==> src/rtl/divider_pkg.sv <==
// Shared types and constants for the sequential 8-by-4 restoring divider.
package divider_pkg;

   localparam int DIVIDEND_W = 8;
   localparam int DIVISOR_W  = 4;

   // Quotient reported when the divisor is zero.
   localparam logic [DIVIDEND_W-1:0] DBZ_QUOTIENT = 8'hFF;

   typedef enum logic [1:0] {
      IDLE = 2'd0,
      BUSY = 2'd1,
      DONE = 2'd2
   } state_t;

endpackage

==> src/rtl/divider_8by4_seq_if.sv <==
// Request/result bundle between a divider client (master) and the divider (slave).
interface divider_8by4_seq_if
   import divider_pkg::*;
#(
   parameter int DW_DIVIDEND = DIVIDEND_W,
   parameter int DW_DIVISOR  = DIVISOR_W
) ();

   logic                   start;
   logic [DW_DIVIDEND-1:0] DIVIDEND;
   logic [DW_DIVISOR-1:0]  DIVISOR;
   logic [DW_DIVIDEND-1:0] QUOTIENT;
   logic [DW_DIVISOR-1:0]  REMAINDER;
   logic                   busy;
   logic                   done;
   logic                   div_by_zero;

   modport master (
      output start, DIVIDEND, DIVISOR,
      input  QUOTIENT, REMAINDER, busy, done, div_by_zero
   );

   modport slave (
      input  start, DIVIDEND, DIVISOR,
      output QUOTIENT, REMAINDER, busy, done, div_by_zero
   );

endinterface

==> src/rtl/divider_8by4_seq_step.sv <==
// One restoring-division step: shift in the next dividend bit, trial-subtract, restore on borrow.
module div_step #(
   parameter int W = 4
) (
   input  logic [W:0]   rem_in,
   input  logic         bit_in,
   input  logic [W-1:0] divisor,
   output logic [W:0]   rem_out,
   output logic         q_bit
);

   logic [W+1:0] shifted;
   logic [W+1:0] trial;

   // Partial remainder is always below the divisor, so the borrow lands in the top bit.
   always_comb begin
      shifted = {rem_in, bit_in};
      trial   = shifted - {2'b00, divisor};
      q_bit   = ~trial[W+1];
      rem_out = q_bit ? trial[W:0] : shifted[W:0];
   end

endmodule

==> src/rtl/divider_8by4_seq.sv <==
// Sequential unsigned divider: one restoring step per clock, MSB first, with divide-by-zero flag.
module divider_8by4_seq
   import divider_pkg::*;
#(
   parameter int DW_DIVIDEND = DIVIDEND_W,
   parameter int DW_DIVISOR  = DIVISOR_W
) (
   input logic               clk,
   input logic               rst,
   divider_8by4_seq_if.slave bus
);

   localparam int             CW   = $clog2(DW_DIVIDEND + 1);
   localparam logic [CW-1:0]  LAST = CW'(DW_DIVIDEND - 1);

   state_t                 state, state_next;
   logic [CW-1:0]          cnt;
   logic [DW_DIVIDEND-1:0] quotient_r;
   logic [DW_DIVISOR-1:0]  remainder_r;
   logic                   dbz_r;

   logic [DW_DIVIDEND-1:0] dvd_r;
   logic [DW_DIVISOR-1:0]  dvs_r;
   logic [DW_DIVISOR:0]    rem_r;
   logic [DW_DIVISOR:0]    rem_next;
   logic                   q_bit;

   logic busy, done, load, step, finish;

   div_step #(.W(DW_DIVISOR)) u_step (
      .rem_in  (rem_r),
      .bit_in  (dvd_r[DW_DIVIDEND-1]),
      .divisor (dvs_r),
      .rem_out (rem_next),
      .q_bit   (q_bit)
   );

   always_ff @(posedge clk or posedge rst) begin
      if (rst) state <= IDLE;
      else     state <= state_next;
   end

   always_comb begin
      state_next = state;
      busy       = 1'b0;
      done       = 1'b0;
      load       = 1'b0;
      step       = 1'b0;
      finish     = 1'b0;
      case (state)
         IDLE: begin
            if (bus.start) begin
               load       = 1'b1;
               state_next = BUSY;
            end
         end
         BUSY: begin
            busy = 1'b1;
            if (dbz_r) begin
               finish     = 1'b1;
               state_next = DONE;
            end else begin
               step = 1'b1;
               if (cnt == LAST) begin
                  finish     = 1'b1;
                  state_next = DONE;
               end
            end
         end
         DONE: begin
            done       = 1'b1;
            state_next = IDLE;
         end
         default: state_next = IDLE;
      endcase
   end

   // Ports only change on the finishing edge, so no partial quotient is ever visible.
   always_ff @(posedge clk or posedge rst) begin
      if (rst) begin
         cnt         <= '0;
         dbz_r       <= 1'b0;
         quotient_r  <= '0;
         remainder_r <= '0;
      end else begin
         if (load) begin
            cnt   <= '0;
            dbz_r <= (bus.DIVISOR == '0);
         end else if (step) begin
            cnt <= cnt + CW'(1);
         end
         if (finish) begin
            if (dbz_r) begin
               quotient_r  <= DW_DIVIDEND'(DBZ_QUOTIENT);
               remainder_r <= dvd_r[DW_DIVISOR-1:0];
            end else begin
               quotient_r  <= {dvd_r[DW_DIVIDEND-2:0], q_bit};
               remainder_r <= rem_next[DW_DIVISOR-1:0];
            end
         end
      end
   end

   // Dividend register doubles as the quotient shift register while stepping.
   always_ff @(posedge clk) begin
      if (load) begin
         dvd_r <= bus.DIVIDEND;
         dvs_r <= bus.DIVISOR;
         rem_r <= '0;
      end else if (step) begin
         dvd_r <= {dvd_r[DW_DIVIDEND-2:0], q_bit};
         rem_r <= rem_next;
      end
   end

   assign bus.QUOTIENT    = quotient_r;
   assign bus.REMAINDER   = remainder_r;
   assign bus.busy        = busy;
   assign bus.done        = done;
   assign bus.div_by_zero = done & dbz_r;

endmodule

==> src/flat_wrapper.sv <==
// flat-port wrapper written by rule: the top's interface ports become plain ports
module divider_8by4_seq_flat import divider_pkg::*;
#(
   parameter int DW_DIVIDEND = DIVIDEND_W,
   parameter int DW_DIVISOR  = DIVISOR_W
)
  (clk, rst, bus_start, bus_DIVIDEND, bus_DIVISOR, bus_QUOTIENT, bus_REMAINDER, bus_busy, bus_done, bus_div_by_zero);
  divider_8by4_seq_if #(.DW_DIVIDEND(DW_DIVIDEND), .DW_DIVISOR(DW_DIVISOR)) bus_i ();
  input logic clk;
  input logic rst;
  input wire logic [$bits(bus_i.start)-1:0] bus_start;
  input wire logic [$bits(bus_i.DIVIDEND)-1:0] bus_DIVIDEND;
  input wire logic [$bits(bus_i.DIVISOR)-1:0] bus_DIVISOR;
  output wire logic [$bits(bus_i.QUOTIENT)-1:0] bus_QUOTIENT;
  output wire logic [$bits(bus_i.REMAINDER)-1:0] bus_REMAINDER;
  output wire logic [$bits(bus_i.busy)-1:0] bus_busy;
  output wire logic [$bits(bus_i.done)-1:0] bus_done;
  output wire logic [$bits(bus_i.div_by_zero)-1:0] bus_div_by_zero;
  assign bus_i.start = bus_start;
  assign bus_i.DIVIDEND = bus_DIVIDEND;
  assign bus_i.DIVISOR = bus_DIVISOR;
  assign bus_QUOTIENT = bus_i.QUOTIENT;
  assign bus_REMAINDER = bus_i.REMAINDER;
  assign bus_busy = bus_i.busy;
  assign bus_done = bus_i.done;
  assign bus_div_by_zero = bus_i.div_by_zero;
  divider_8by4_seq #(.DW_DIVIDEND(DW_DIVIDEND), .DW_DIVISOR(DW_DIVISOR)) u_core (.clk(clk), .rst(rst), .bus(bus_i));
endmodule
==> config.mk <==
export PLATFORM = sky130hd
export DESIGN_NAME = divider_8by4_seq_flat
export DESIGN_NICKNAME = d
export VERILOG_FILES = /design/src/rtl/divider_pkg.sv /design/src/rtl/divider_8by4_seq_if.sv /design/src/rtl/divider_8by4_seq_step.sv /design/src/rtl/divider_8by4_seq.sv /design/src/flat_wrapper.sv
export SDC_FILE = /design/constraint.sdc
export NUM_CORES = 1
export LEC_CHECK = 0
export CAP_MARGIN = 20
export CORE_ASPECT_RATIO = 1.4
export CORE_MARGIN = 2
export CORE_UTILIZATION = 35
export CTS_BUF_LIST = sky130_fd_sc_hd__clkbuf_4 sky130_fd_sc_hd__clkbuf_8
export CTS_CLUSTER_DIAMETER = 150
export CTS_CLUSTER_SIZE = 28
export DETAILED_ROUTE_END_ITERATION = 10
export SLEW_MARGIN = 20
export SYNTH_ARGS = -nofsm -noshare
export SYNTH_HDL_FRONTEND = slang
export SYNTH_SLANG_ARGS = --single-unit
==> constraint.sdc <==
create_clock -name clk -period 2.4 [get_ports clk]
set_clock_uncertainty 0.2 [all_clocks]
set_input_delay 0.6 -clock clk [delete_from_list [all_inputs] [get_ports clk]]
set_output_delay 0.6 -clock clk [all_outputs]
set_load 0.02 [all_outputs]
Word level (Yosys, flattened, before mapping)
Cells that the tools add are included.

word-level totals
  memories kept = 0
  output and inout bits = 15
  latch bits = 0
  memory bits (writable) = 0
  word-level logic and storage cells = 41
  ROM bits = 0
  register bits after elaboration = 36
  bits of input ports = 15

cells by class
  multiplexer cells = 20
  shift-type cells = 0
  add/sub/neg operators = 2
  reduce and logical (&&, ||, !) cells = 4
  multipliers = 0
  equality and inequality tests = 5
  order comparisons = 0
  bitwise operators = 2
  div/mod/pow operators = 0

operators with widths
  operator                                                          number
  8-bit 2-to-1 mux                                                  3
  4-bit 2-to-1 mux                                                  3
  1-bit 2-to-1 mux                                                  9
  2-bit 2-to-1 mux                                                  3
  6-bit by 4-bit subtractor with 6-bit output                       1
  5-bit 2-to-1 mux                                                  1
  4-bit by 1-bit adder with 4-bit output (second input constant)    1
  4-bit by 3-bit == test with 1-bit output (second input constant)  1
  4-bit logical NOT                                                 1
  2-bit case mux with 2 select lines                                1
  3-bit by 1-bit != test with 1-bit output (second input constant)  1
  2-bit by 1-bit == test with 1-bit output (second input constant)  1
  2-bit == test (second input constant)                             1
  2-bit logical NOT                                                 1
  2-bit != test (second input constant)                             1
  2-bit AND reduction                                               1
  2-bit nonzero test                                                1
  1-bit bitwise AND                                                 1
  1-bit inverter                                                    1

Longest topological paths before layout
Gate-level depths: netlist of run 1.

  depth in word-level cells = 4
  gate-level depth with buffers = 9
  gate-level depth less buffers = 9

Cells and area by module
Synthesis of run 1 repeated with hierarchy kept, for this count alone.

unflattened totals
  cells, all modules = 167
  area total of the unflattened synthesis = 1,864.3 µm²

modules (own cells, without submodules)
  module            area an instance (µm²)  cells each  instances  seq. area each (µm²)
  divider_8by4_seq  1,520.2                 130         1          935.9
  div_step          344.1                   37          1          0.0

Worst setup path after synthesis of run 1
No wires, ideal clock.

  path kind = register to register
  start point = register u_core.dvs_r[1]
  end point = register u_core.rem_r[0]
  required time = 2.121 ns
  buffers on the path = 0
  cell stages (with the launch flop) = 8
  setup time = 0.079 ns
  slack = 0.367 ns
  arrival = 1.753 ns
  clock period less this slack = 2.033 ns
  cell sequence = edfxtp_1 -> inv_1 -> ha_1 -> nor2b_1 -> o2111ai_1 -> o2111ai_4 -> mux2_4 -> a211oi_2

on the way
  longest elaborated chain between the ends = 2

ends and longest elaborated chain
  what                                         RTL line                     RTL
  start: declaration                           divider_8by4_seq.sv:23       logic [DW_DIVISOR-1:0] dvs_r;
  start signal: assignment                     divider_8by4_seq.sv:108      dvs_r <= bus.DIVISOR;
  6-bit by 4-bit subtractor with 6-bit output  divider_8by4_seq_step.sv:18  trial = shifted - {2'b00, divisor};
  5-bit 2-to-1 mux                             divider_8by4_seq_step.sv:20  rem_out = q_bit ? trial[W:0] : shifted[W:0];
  end signal: assignment                       divider_8by4_seq.sv:112      rem_r <= rem_next;
  end: declaration                             divider_8by4_seq.sv:24       logic [DW_DIVISOR:0] rem_r;

No other way between the ends.
A chain may end at the register's enable or synchronous reset.

Worst setup path in the final report of run 1
  start point = register u_core.state[1]
  end point = output port bus_done

on the way
  longest elaborated chain between the ends = 2

ends and longest elaborated chain
  what                      RTL line                RTL
  start: declaration        divider_8by4_seq.sv:16  state_t state, state_next;
  start signal: assignment  divider_8by4_seq.sv:40  else state <= state_next;
  2-bit == test             divider_8by4_seq.sv:50  case (state)
  1-bit 2-to-1 mux          divider_8by4_seq.sv:50
  end: declaration          flat_wrapper.sv:17      output wire logic [$bits(bus_i.done)-1:0] bus_done;

No other way between the ends.

==> results of run 1 <==
## synth_stat cells, types with 5 or more instances
| master | instances | area (sq um) |
|---|---|---|
| sky130_fd_sc_hd__o22a_1 | 7 | 61.3 |
| sky130_fd_sc_hd__nor2_1 | 14 | 52.6 |
| sky130_fd_sc_hd__nand2_1 | 9 | 33.8 |
| sky130_fd_sc_hd__ha_1 | 5 | 62.6 |
| sky130_fd_sc_hd__nor2b_1 | 5 | 31.3 |
| sky130_fd_sc_hd__a21oi_1 | 7 | 35.0 |
| sky130_fd_sc_hd__edfxtp_1 | 12 | 360 |
| sky130_fd_sc_hd__dfrtp_1 | 19 | 475 |
| sky130_fd_sc_hd__inv_1 | 8 | 30.0 |
| sky130_fd_sc_hd__mux2_2 | 5 | 56.3 |
| sky130_fd_sc_hd__dfxtp_1 | 5 | 100 |
| sky130_fd_sc_hd__o21ai_1 | 5 | 25.0 |
## metal layers
| metal | up-vias | share of wire, % |
|---|---|---|
| li1 | 633 | - |
| met1 | 659 | 40 |
| met2 | 32 | 53 |
| met3 | 8 | 5.1 |
| met4 | 0 | 2.3 |
| met5 | - | 0 |
## logic make-up after synthesis
kind of cell | count (synthesis)
fa+ha+maj | 6
buf+inv | 15
mux | 11
simple gates | 44
compound gates | 37
flops | 36
xor+xnor | 4
## flip-flops by register name (all words and copies together), names as in the netlist
register	flops
u_core.bus.QUOTIENT	8
u_core.dvd_r	8
u_core.rem_r	5
u_core.bus.REMAINDER	4
u_core.cnt	4
u_core.dvs_r	4
u_core.state	2
u_core.dbz_r	1
## cell usage in the layout (no fill, tap or decap), types with 2 or more instances in the layout
cell / n
sky130_fd_sc_hd__nor3_1: 2
sky130_fd_sc_hd__mux2_2: 5
sky130_fd_sc_hd__ha_1: 5
sky130_fd_sc_hd__clkbuf_8: 5
sky130_fd_sc_hd__nor2b_1: 5
sky130_fd_sc_hd__buf_4: 8
sky130_fd_sc_hd__o22ai_1: 3
sky130_fd_sc_hd__a31oi_1: 2
sky130_fd_sc_hd__nand3_1: 3
sky130_fd_sc_hd__edfxtp_1: 12
sky130_fd_sc_hd__nand2b_1: 2
sky130_fd_sc_hd__nor4_1: 2
sky130_fd_sc_hd__o21ai_1: 5
sky130_fd_sc_hd__mux2_1: 3
sky130_fd_sc_hd__dfrtp_1: 19
sky130_fd_sc_hd__clkdlybuf4s50_1: 27
sky130_fd_sc_hd__inv_1: 8
sky130_fd_sc_hd__xor2_1: 3
sky130_fd_sc_hd__nor2_1: 14
sky130_fd_sc_hd__nand2_1: 9
sky130_fd_sc_hd__a211oi_2: 2
sky130_fd_sc_hd__a21oi_1: 7
sky130_fd_sc_hd__dfxtp_1: 5
sky130_fd_sc_hd__mux2i_1: 2
sky130_fd_sc_hd__o22a_1: 7
## where the power goes
part           total [mW]  internal [mW]  leakage [nW]  switching (mW)
registers            1.17          0.954         0.374           0.216
logic                1.65          0.780         0.483           0.875
clock network       0.429          0.214        0.0446           0.215
## final timing paths
check                                 from                endpoint  slack (ns)  cells after the start
min                        u_core.dvd_r[4]  u_core.bus.QUOTIENT[5]        0.30                      1
max                        u_core.state[1]                bus_done        0.13                      2
min reg2reg                u_core.dvd_r[4]  u_core.bus.QUOTIENT[5]        0.30                      1
max in group asynchronous              rst  u_core.bus.QUOTIENT[0]        1.36                      3
min in group asynchronous              rst  u_core.bus.QUOTIENT[5]        0.43                      3
max reg2reg                u_core.dvs_r[1]         u_core.rem_r[0]        0.15                      7
## worst max-delay path, stage by stage, from the launching register on
cell and delay, ns:
sky130_fd_sc_hd__dfrtp_1 0.38, sky130_fd_sc_hd__nor2b_1 0.18, sky130_fd_sc_hd__clkdlybuf4s50_1 0.63
## final cells by class
cell class	instances	share of cell area [%]
clock inverters	2	0.556
clock buffers	6	3.39
flip-flops and latches	36	41.6
well taps	64	3.56
repair buffers	37	15.6
inverters	9	1.50
multi-input cells	102	33.8
## stage by stage
stage	hold slack, ns	instances	cell area (sq um)	total power, mW	worst slack, ns
after global placement	0.296	248	2160	2.78	0.149
after global routing	0.344	256	2250	3.51	0.0285
final	0.301	256	2250	3.25	0.126
after CTS	0.306	256	2250	3.29	0.0228
after detailed placement	0.292	248	2160	2.84	0.0766
after floorplan	0.258	153	1750	2.28	0.367
## timing repair
action	in CTS	in global routing
endpoints found under the setup margin	1	1
gates resized for setup	1	1
pin swaps	0	0
gates cloned	0	0
==> Flow_metrics.wiki, run 1 <==
{| class="wikitable"
! Metric !! Value
|-
| Max FO, Critical Path || 3
|-
| Yosys warns || 0
|-
| Number of CTS-inserted buffers || 5
|-
| Max Root-Sink Buffers || 2
|-
| M2 GR Usage || 27.5%
|-
| Worst-path clk slew || 0.08 ns
|-
| Post-route setup TNS || 0 ns
|-
| Final RePlAce weighted congestion || 0.817
|-
| Core Region || 4840 sq um
|-
| Global routing usage on met1 || 17.4%
|-
| Vias/cell || 5.20
|-
| Row count || 30
|-
| Net count after synthesis || 174
|-
| Antenna violations before repair || 0
|-
| Async set or reset register ratio after synthesis || 52.8%
|-
| Post-CTS Repair Setup Buffers || 0
|-
| Post-synthesis sequential area ratio || 53.5%
|-
| Synth Area in Compound Gates || 16.7%
|-
| Overall die width || 63.8 microns
|-
| Count of max-cap constraint violations || 0
|-
| Number of max-slew violations in the final report || 0
|-
| Layout fillers || 444
|-
| Adder-Cell Fraction of Synth Area || 4.72%
|-
| Portion of netlist area occupied by mux cells || 7.15%
|-
| Transition at the pin with the smallest max-transition slack || 0.362 ns
|-
| Total die area || 5590 sq um
|-
| Total I/O pin count || 30
|-
| Fraction of the core area covered by cells at the end of the flow || 46.5%
|-
| Cell area after technology mapping || 1750 sq um
|-
| Final critical-path required period || 2.27 ns
|-
| Hold_buf cts || 0
|-
| Worst setup path category || reg -> out
|-
| Slew Limit Headroom || 75.8%
|-
| Antenna-violating nets left || 0
|-
| Total power per unit cell area || 1450 nW/um^2
|-
| Fraction of final layout cells with drive strength greater than 1 || 16.1%
|-
| HPWL after detailed placement || 3020 microns
|-
| Pre-antenna DRT Iters || 4
|-
| Deepest level of the CTS H-tree || 2
|-
| Post-synth EDFFs || 12
|-
| Status || complete, no violations
|-
| Starting utilization of the core area || 36.1%
|-
| Post-Synth Simple-Gate Area || 12.6%
|-
| Root buf cell || sky130_fd_sc_hd__clkbuf_8
|-
| Vias in the first global route || 1388
|-
| Via count || 1332
|-
| Flops & latches, synth || 36
|-
| Routed wire per std cell || 15.2 microns
|-
| Highest ir drop seen on vdd || 0.000700 V
|-
| Crit end category || output pin
|-
| Multi-input logic area || 759 sq um
|-
| Leakage component of the power || 0.902 nW
|-
| Count of unique library cells instantiated by Yosys || 45
|-
| Main combinational cell family by area after synthesis || compound AO/OA/AOI/OAI gates
|-
| GRT Resource Usage Total || 15.4%
|-
| Congestion Overflow GR || 0
|-
| Antenna Cells || 0
|-
| Number of nets in the final layout || 212
|-
| Die Y-Extent || 87.7 microns
|-
| Pin count of the biggest net entering global routing || 20
|-
| RSZ-0062 raised after global routing || false
|-
| Cells after Synth || 153
|-
| Relative area change from synthesis to final layout || 28.5%
|-
| CP arrival || 1.47 ns
|-
| Mean post-synth cell area || 11.4 sq um
|-
| GRT busiest layer || met2
|-
| Clock latency reported for the late side of the worst-skew pair || 0.29 ns
|-
| CTS tree || built
|-
| Maximum clock frequency || 440 MHz
|-
| Met3 global-route usage || 3.98%
|-
| Number of I/O port buffers || 29
|-
| Crit path launch type || flop
|-
| Final period util || 94.8%
|-
| Finish-stage setup viols || 0
|-
| Violation count after the first detailed-route iteration || 30
|-
| Final-report hold violation count || 0
|-
| Post-synthesis share of cell area spent on xor and xnor gates || 2.00%
|-
| Leading register cell type out of synthesis || sky130_fd_sc_hd__dfrtp_1
|-
| DRC errors left || 0
|-
| Register area || 936 sq um
|-
| Required arrival time at the worst endpoint || 1.60 ns
|-
| Aggregate routed wire length || 3880 microns
|-
| Number of clock sinks || 36
|-
| Worst hold path type || reg -> reg
|-
| Wire length of the first global-routing pass || 6670 microns
|}
No activity file was read; power rests on OpenSTA's default activity.
==> run 2, diff against run 1 <==
--- a/config.mk
+++ b/config.mk
@@ -5,6 +5,7 @@
 export SDC_FILE = /design/constraint.sdc
 export NUM_CORES = 1
 export LEC_CHECK = 0
+export ABC_AREA = 1
 export CAP_MARGIN = 20
 export CORE_ASPECT_RATIO = 1.4
 export CORE_MARGIN = 2
==> run 2 against run 1 <==
  * Synthesized area rose by 3.3%
  * Non-clock buffer count fell by 1
  * First-iteration DRC count grew 20%
  * Critical endpoint unchanged
  * Highest routed layer unchanged
  * Register-to-register slack better by 0.32 ns
  * Final cell count rose by 21%
  * Count of clock-buffer cells in the layout up 1
  * Largest power group unchanged
  * Global-route usage down 0.28 points
  * Total power decreased by 6.6%
  * Maximum frequency is essentially flat
  * Utilization decreased by 1.2 points
==> Flow_metrics.wiki, run 2 <==
{| class="wikitable"
! Metric !! Value
|-
| Async set or reset register ratio after synthesis || 52.8% (unchanged)
|-
| Required arrival time at the worst endpoint || 1.60 ns (about the same)
|-
| Count of max-cap constraint violations || 0 (unchanged)
|-
| GRT busiest layer || met2
|-
| Highest-count cells in the layout ignoring fill and taps || sky130_fd_sc_hd__nand2_1 (48), sky130_fd_sc_hd__inv_1 (29), sky130_fd_sc_hd__clkdlybuf4s50_1 (27), sky130_fd_sc_hd__nand3_1 (24), sky130_fd_sc_hd__dfrtp_1 (19)
|-
| Final period util || 94.8% (about the same)
|-
| Root buf cell || sky130_fd_sc_hd__clkbuf_8
|-
| Cell area after technology mapping || 1810 sq um (+3.3%)
|-
| Number of I/O port buffers || 29 (unchanged)
|-
| Cells along the critical path || nor2_1, clkdlybuf4s50_1
|-
| Die Y-Extent || 89.0 microns (+1.6%)
|-
| Slew Limit Headroom || 74.0% (-1.8 points)
|-
| Hold_buf cts || 0 (unchanged)
|-
| Fraction of synthesized cell area taken by the top area cell type || 26.3% (-0.86 points)
|-
| Net count after synthesis || 223 (+28%)
|-
| Hold-critical path endpoint || u_core.bus.REMAINDER[1]
|-
| Vias in the first global route || 1413 (+1.8%)
|-
| # placed instances || 301 (+21%)
|-
| Share of power burned in registers || 34.4% (-1.6 points)
|-
| Internal power consumption || 1.72 mW (-12%)
|-
| Deepest level of the CTS H-tree || 2 (unchanged)
|-
| Core Region || 5080 sq um (+4.9%)
|-
| Final-report hold violation count || 0 (unchanged)
|-
| Wire length of the first global-routing pass || 6550 microns (-1.8%)
|-
| Row count || 31 (+3.3%)
|-
| Cell types with the highest counts after synthesis || sky130_fd_sc_hd__nand2_1 (48), sky130_fd_sc_hd__inv_1 (29), sky130_fd_sc_hd__nand3_1 (24), sky130_fd_sc_hd__dfrtp_1 (19), sky130_fd_sc_hd__a21oi_1 (13)
|-
| Number of nets in the final layout || 263 (+24%)
|-
| Starting utilization of the core area || 35.6% (-0.57 points)
|-
| Leakage component of the power || 1.08 nW (+20%)
|-
| Antenna Cells || 0 (unchanged)
|-
| Final RePlAce weighted congestion || 0.768 (-6.0%)
|-
| Worst-case reg-to-reg path depth || 9 (+2)
|-
| Status || complete, no violations
|-
| Area contributors post-synth || sky130_fd_sc_hd__dfrtp_1 (26%), sky130_fd_sc_hd__edfxtp_1 (20%), sky130_fd_sc_hd__nand2_1 (10%), sky130_fd_sc_hd__nand3_1 (6.6%), sky130_fd_sc_hd__inv_1 (6.0%)
|-
| Worst hold path type || reg -> reg
|-
| Crit end category || output pin
|-
| Flops & latches, synth || 36 (unchanged)
|-
| Final critical-path required period || 2.28 ns (+0.00141 ns)
|-
| Standard cell with the maximum stage delay on the critical path || sky130_fd_sc_hd__clkdlybuf4s50_1
|-
| Area leader, netlist || sky130_fd_sc_hd__dfrtp_1
|-
| Vias/cell || 4.61 (-11%)
|-
| CP arrival || 1.48 ns (about the same)
|-
| RSZ-0062 raised after global routing || false
|-
| Post-route setup TNS || 0 ns (unchanged)
|-
| Placed instance area || 2220 sq um (+2.6%)
|-
| Yosys warns || 0 (unchanged)
|-
| DRC errors left || 0 (unchanged)
|-
| Congestion Overflow GR || 0 (unchanged)
|-
| Number of CTS-inserted buffers || 5 (unchanged)
|-
| Violation count after the first detailed-route iteration || 36 (+20%)
|-
| Max FO, Critical Path || 4 (+1)
|-
| Routed wire per std cell || 12.4 microns (-18%)
|-
| Clock latency reported for the late side of the worst-skew pair || 0.28 ns (about the same)
|-
| GRT Resource Usage Total || 15.1% (-0.28 points)
|-
| Post-synthesis sequential area ratio || 51.8% (-1.7 points)
|-
| NetSw || 1.32 mW (+0.82%)
|-
| Proportion of power drawn by combinational gates || 51.4% (+0.5 points)
|-
| Total power per unit cell area || 1320 nW/um^2 (-8.7%)
|-
| Transition at the pin with the smallest max-transition slack || 0.390 ns (+0.0272 ns)
|-
| Total I/O pin count || 30 (unchanged)
|-
| Number of max-slew violations in the final report || 0 (unchanged)
|-
| Highest ir drop seen on vdd || 0.000480 V (-31%)
|-
| Count of unique library cells instantiated by Yosys || 30 (-33%)
|-
| Cells after Synth || 202 (+32%)
|-
| Aggregate routed wire length || 3820 microns (-1.6%)
|-
| Relative area change from synthesis to final layout || 27.3%
|-
| Pre-antenna DRT Iters || 4 (unchanged)
|-
| Antenna-violating nets left || 0 (unchanged)
|-
| Met3 global-route usage || 2.64% (-1.3 points)
|-
| HPWL after detailed placement || 2940 microns (-2.5%)
|-
| Antenna violations before repair || 0 (unchanged)
|-
| Pin count of the biggest net entering global routing || 20 (unchanged)
|-
| Most frequent cell after synthesis || sky130_fd_sc_hd__nand2_1
|-
| Crit Reg-Reg Endpoint || u_core.bus.REMAINDER[1]
|-
| Worst setup path category || reg -> out
|-
| Leading register cell type out of synthesis || sky130_fd_sc_hd__dfrtp_1
|-
| Mean post-synth cell area || 8.95 sq um (-22%)
|-
| Worst hold start || u_core.bus.REMAINDER[1]
|-
| Stage delay of the slowest cell on the critical path || 0.62 ns (about the same)
|-
| Worst-path clk slew || 0.07 ns (about the same)
|-
| Launching instance or port of the critical path || u_core.state[0]
|-
| Total die area || 5760 sq um (+3.1%)
|-
| Hold depth || 2 (+1)
|-
| M2 GR Usage || 26.8% (-0.66 points)
|-
| Total power || 3.04 mW (-6.6%)
|-
| Commonest non-fill, non-tap cell in the layout || sky130_fd_sc_hd__nand2_1
|-
| Switching share of total power || 43.3% (+3.2 points)
|-
| Via count || 1424 (+6.9%)
|-
| Setup slack of the most critical reg-to-reg path || 0.47 ns (+0.32 ns)
|-
| Post-CTS Repair Setup Buffers || 0 (unchanged)
|-
| Clock power share || 14.2% (+1.0 points)
|-
| Maximum clock frequency || 439 MHz (about the same)
|-
| Global routing usage on met1 || 18.2% (+0.82 points)
|-
| Crit path launch type || flop
|-
| Post-synth EDFFs || 12 (unchanged)
|-
| CTS tree || built
|-
| Finish-stage setup viols || 0 (unchanged)
|-
| Overall die width || 64.7 microns (+1.5%)
|-
| Post-route non-filler standard cell count || 309 (+21%)
|-
| Max Root-Sink Buffers || 2 (unchanged)
|-
| Post-route cell area || 2300 sq um (+2.3%)
|-
| Fraction of final layout cells with drive strength greater than 1 || 12.3% (-3.8 points)
|-
| Number of clock sinks || 36 (unchanged)
|-
| Reg-to-reg critical path startpoint || u_core.rem_r[1]
|}
run 2: cell types whose count changed after synthesis, moves of 5 or more:
cell and change:
sky130_fd_sc_hd__nor2b_1 -5, sky130_fd_sc_hd__nand3_1 +21, sky130_fd_sc_hd__o22a_1 -7, sky130_fd_sc_hd__o21ai_0 +6, sky130_fd_sc_hd__nor2_1 -7, sky130_fd_sc_hd__inv_1 +21, sky130_fd_sc_hd__a21oi_1 +6, sky130_fd_sc_hd__nand2_1 +39
sky130_fd_sc_hd__mux2_2 -5
run 2: final cells by class:
class | count | area (sq um)
Fill cell | 510 | 2780
Sequential cell | 36 | 936
Multi-Input combinational cell | 131 | 732
Timing Repair Buffer | 36 | 340
Inverter | 32 | 123
Clock buffer | 7 | 83.8
Tap cell | 66 | 82.6
Clock inverter | 1 | 5.00
run 2: critical path, delay by kind of cell, from the launching register on:
kind	cells	cell delay [ns]
buffers and inverters	1	0.62
AND/OR/NAND/NOR	1	0.16
flip-flops	1	0.41
run 2: per-layer routing:
layer	vias to the layer above	part of all wire (%)
met3	4	3.7
met2	26	52
met5	-	0
met4	0	1.4
met1	652	43
li1	742	-
run 2: worst max path at each step:
stage / endpoint / slack, ns / cells after the start
final: bus_done / 0.12 / 2
after CTS: bus_done / 0.13 / 2
after global placement: bus_busy / 0.30 / 4
after floorplan: bus_div_by_zero / 0.57 / 2
after detailed placement: bus_busy / 0.30 / 4
after global routing: bus_done / 0.08 / 2
run 2: cells by family after synthesis:
| group | count (synthesis) | synth area share (%) |
|---|---|---|
| buf+inv | 35 | 7.75 |
| simple gates | 94 | 25.5 |
| fa+ha+maj | 6 | 4.57 |
| compound gates | 29 | 9.48 |
| flops | 36 | 51.8 |
| xor+xnor | 2 | 0.969 |
run 2: what timing repair did:
action | 4_1_cts | 5_1_grt
endpoints found under the setup margin | 2 | 0
hold endpoints to repair | 0 | 0
gates resized for setup | 2 | 0
run 2: power groups by stage:
stage | Sequential [mW] | Combinational [mW] | Clock (mW)
3_5_place_dp | 1.06 | 1.58 | 0
6_report | 1.05 | 1.56 | 0.431
3_3_place_gp | 1.05 | 1.58 | 0
2_1_floorplan | 1.08 | 1.09 | 0
4_1_cts | 1.05 | 1.59 | 0.441
5_1_grt | 1.08 | 1.78 | 0.475
run 2: stage by stage:
| stage | worst slack (ns) | hold slack [ns] | util [%] |
|---|---|---|---|
| final | 0.124 | 0.286 | 45.3 |
| after global routing | 0.0789 | 0.319 | 45.3 |
| after CTS | 0.132 | 0.299 | 45.3 |
| after detailed placement | 0.297 | 0.280 | 43.6 |
| after global placement | 0.302 | 0.267 | 43.6 |
| after floorplan | 0.573 | 0.289 | - |
==> edit (settings of run 1) <==
Change the package constant `DIVIDEND_W` from 8 to 16.
--- a/src/rtl/divider_pkg.sv
+++ b/src/rtl/divider_pkg.sv
@@ -1,7 +1,7 @@
 // Shared types and constants for the sequential 8-by-4 restoring divider.
 package divider_pkg;
 
-   localparam int DIVIDEND_W = 8;
+   localparam int DIVIDEND_W = 16;
    localparam int DIVISOR_W  = 4;
 
    // Quotient reported when the divisor is zero.
Interface: changed (resized bus_DIVIDEND and bus_QUOTIENT); port bits go from 30 to 46. The function was not compared with the original's and may differ.
==> edit against run 1 <==
Die area rose by 41%; first-iteration DRC count increased to 3.4 times the old value; final area increased by 43%; largest power group unchanged; synthesized area rose by 44%; combinational power rose by 26%; register-to-register slack got worse by 20 ps; wire length increased by 32%; power is 33% higher; critical path depth is 5 higher; hold slack worse by 33 ps; setup slack better by 5.0 ps; global-route usage shrank 0.73 points; sequential cell count increased by 17.
==> edit: results (changes against run 1) <==
| Quantity | Reported | Unit | Delta |
| --- | --- | --- | --- |
| Run status | finished, final reports clean | - |  |
| Post-CTS clock slew at the launch and capture registers of the worst setup and hold paths | 90 | ps |  |
| Aggregate global-route resource usage | 14.6 | % | -0.73 points |
| Global placement routability congestion | 0.790 | - | -3.3% |
| Arrival time at the worst endpoint | 2280 | ps | +810 ps |
| Post-synth EDFFs | 20 | - | +8 |
| Worst hold path class | flip-flop to flip-flop | - |  |
| Routed wire length | 5110 | µm | +32% |
| Maximum buffer depth of the clock tree | 2 | - | unchanged |
| Setup slack of the critical path after layout | 131 | ps | +5.02 ps |
| Xor-xnor portion of the synthesized cell area | 1.39 | % | -0.61 points |
| Final-stage net count | 336 | - | +58% |
| Top fanout value on the critical path | 6 | - | +3 |
| Master cell of the clock root buffer | sky130_fd_sc_hd__clkbuf_8 | - |  |
| Antenna diode count | 0 | - | unchanged |
| Slowest cell delay on critical path | 360 | ps | -270 ps |
| Share of cells above drive strength 1 | 10.1 | % | -6.0 points |
| Share of the synthesized area in compound gates (AO/OA/AOI/OAI) | 11.8 | % | -4.8 points |
| Post-layout instance count excluding filler cells | 402 | - | +57% |
| Warnings from Yosys | 0 | - | unchanged |
| Post-synthesis cell type count | 45 | - | unchanged |
| Later-pin clock latency in the skew report | 300 | ps |  |
| Proportion of register bits with asynchronous set or reset after synthesis | 52.8 | % | about the same |
| Via count normalized by instance count | 4.66 | - | -10% |
| Worst supply voltage drop on vdd | 0.000452 | V | -36% |
| Number of filler cells placed in the layout | 671 | - | +51% |
| Main area contributors after synthesis | sky130_fd_sc_hd__dfrtp_1, sky130_fd_sc_hd__edfxtp_1, sky130_fd_sc_hd__nand2_1 | - |  |
| Via count of the first global-routing pass | 1866 | - | +34% |
| Max stage delay cell, worst path | sky130_fd_sc_hd__edfxtp_1 | - |  |
| Maximum number of pins on one net before global-route repair | 30 | - | +50% |
| Final HPWL DP | 3860 | µm | +28% |
| Global-route wire length before repair | 8890 | µm | +33% |
| Dpl ws | 110 | ps | +33.7 ps |
| Hold slack | 269 | ps | -32.7 ps |
| Most frequent cells after synthesis | sky130_fd_sc_hd__nand2_1, sky130_fd_sc_hd__dfrtp_1, sky130_fd_sc_hd__edfxtp_1 | - |  |
| Actual slew at the worst max-slew pin | 390 | ps | +28.1 ps |
| Initial detailed-routing violation count | 102 | - | +240% |
| Post-synthesis sequential area ratio | 55.7 | % | +2.3 points |
| Gate family responsible for the most delay along the worst path | compound AO/OA/AOI/OAI gates | - |  |
| Mux cell area share after synthesis | 1.39 | % | -5.8 points |
| Cell area after placement | 0.00312 | mm² | +44% |
| Inserted Clock Buffers | 5 | - | unchanged |
| Adder and majority cell fraction of the synthesized area | 3.78 | % | -0.94 points |
| IO buf count | 45 | - | +55% |
| Leak | 1.47 | nW | +63% |
| Nets in the synthesized netlist | 284 | - | +63% |
| Post-Synthesis Mean Instance Area | 9.90 | µm² | -13% |
| Number of placed instances, taps included | 394 | - | +59% |
[edit: cell count changes after synthesis, sizes merged, moves of 5 or more]
cell and change:
clkbuf +5, nand3b +7, nand2 +76, o22a -7, edfxtp +8, o21ai +9, mux2 -8, dfrtp +9
[edit: cell type report]
type	instances	area, µm²	area share [%]
Tap cell	95	119	3.69
Sequential cell	53	1400	43.5
Inverter	11	41.3	1.28
Clock inverter	1	6.26	0.194
Clock buffer	7	90.1	2.80
Multi-Input combinational cell	179	1010	31.5
Timing Repair Buffer	56	551	17.1
[edit: where the power goes]
part,internal [mW],switching (mW),total (mW)
clock,0.247,0.283,0.530
combinational,0.963,1.12,2.08
sequential,1.45,0.270,1.72
total,2.66,1.67,4.33
[edit: worst paths after layout]
| path | start | end | cells after the start |
|---|---|---|---|
| setup / recovery | u_core.dvs_r[1]$_DFFE_PP_ | u_core.bus.REMAINDER[0]$_DFFE_PP0P_ | 7 |
| hold / removal | u_core.bus.QUOTIENT[6]$_DFFE_PP0P_ | u_core.bus.QUOTIENT[6]$_DFFE_PP0P_ | 2 |
| setup reg to reg | u_core.dvs_r[1]$_DFFE_PP_ | u_core.bus.REMAINDER[0]$_DFFE_PP0P_ | 7 |
| hold reg to reg | u_core.bus.QUOTIENT[6]$_DFFE_PP0P_ | u_core.bus.QUOTIENT[6]$_DFFE_PP0P_ | 2 |
| max in group asynchronous | rst | u_core.bus.QUOTIENT[0]$_DFFE_PP0P_ | 3 |
| min in group asynchronous | rst | u_core.cnt[2]$_DFFE_PP0P_ | 3 |
[edit: cells by family after synthesis]
kind of cell,count (synthesis)
simple gates,125
flops,53
compound gates,40
buf+inv,22
fa+ha+maj,7
xor+xnor,4
mux,3
[edit: per-layer routing]
layer  GRT usage [%]  routed length, µm  up-vias
li1                -                  -      961
met1            20.1               2250      875
met2            22.9               2650       32
met3            3.20                139        6
met4            4.14                 72        0
met5               0                  0        -
[edit: worst reg2reg max path: stages, from the launching register on]
cell and delay (ps):
sky130_fd_sc_hd__edfxtp_1 360, sky130_fd_sc_hd__inv_1 100, sky130_fd_sc_hd__ha_1 230, sky130_fd_sc_hd__nor2b_1 170
sky130_fd_sc_hd__o31a_4 330, sky130_fd_sc_hd__o2111ai_4 250, sky130_fd_sc_hd__mux2_4 340, sky130_fd_sc_hd__o311ai_2 200
[edit: repair_timing]
item                                    CTS  global route
setup buffers                             0             0
endpoints found under the setup margin    0             3
resized for setup                         0             2
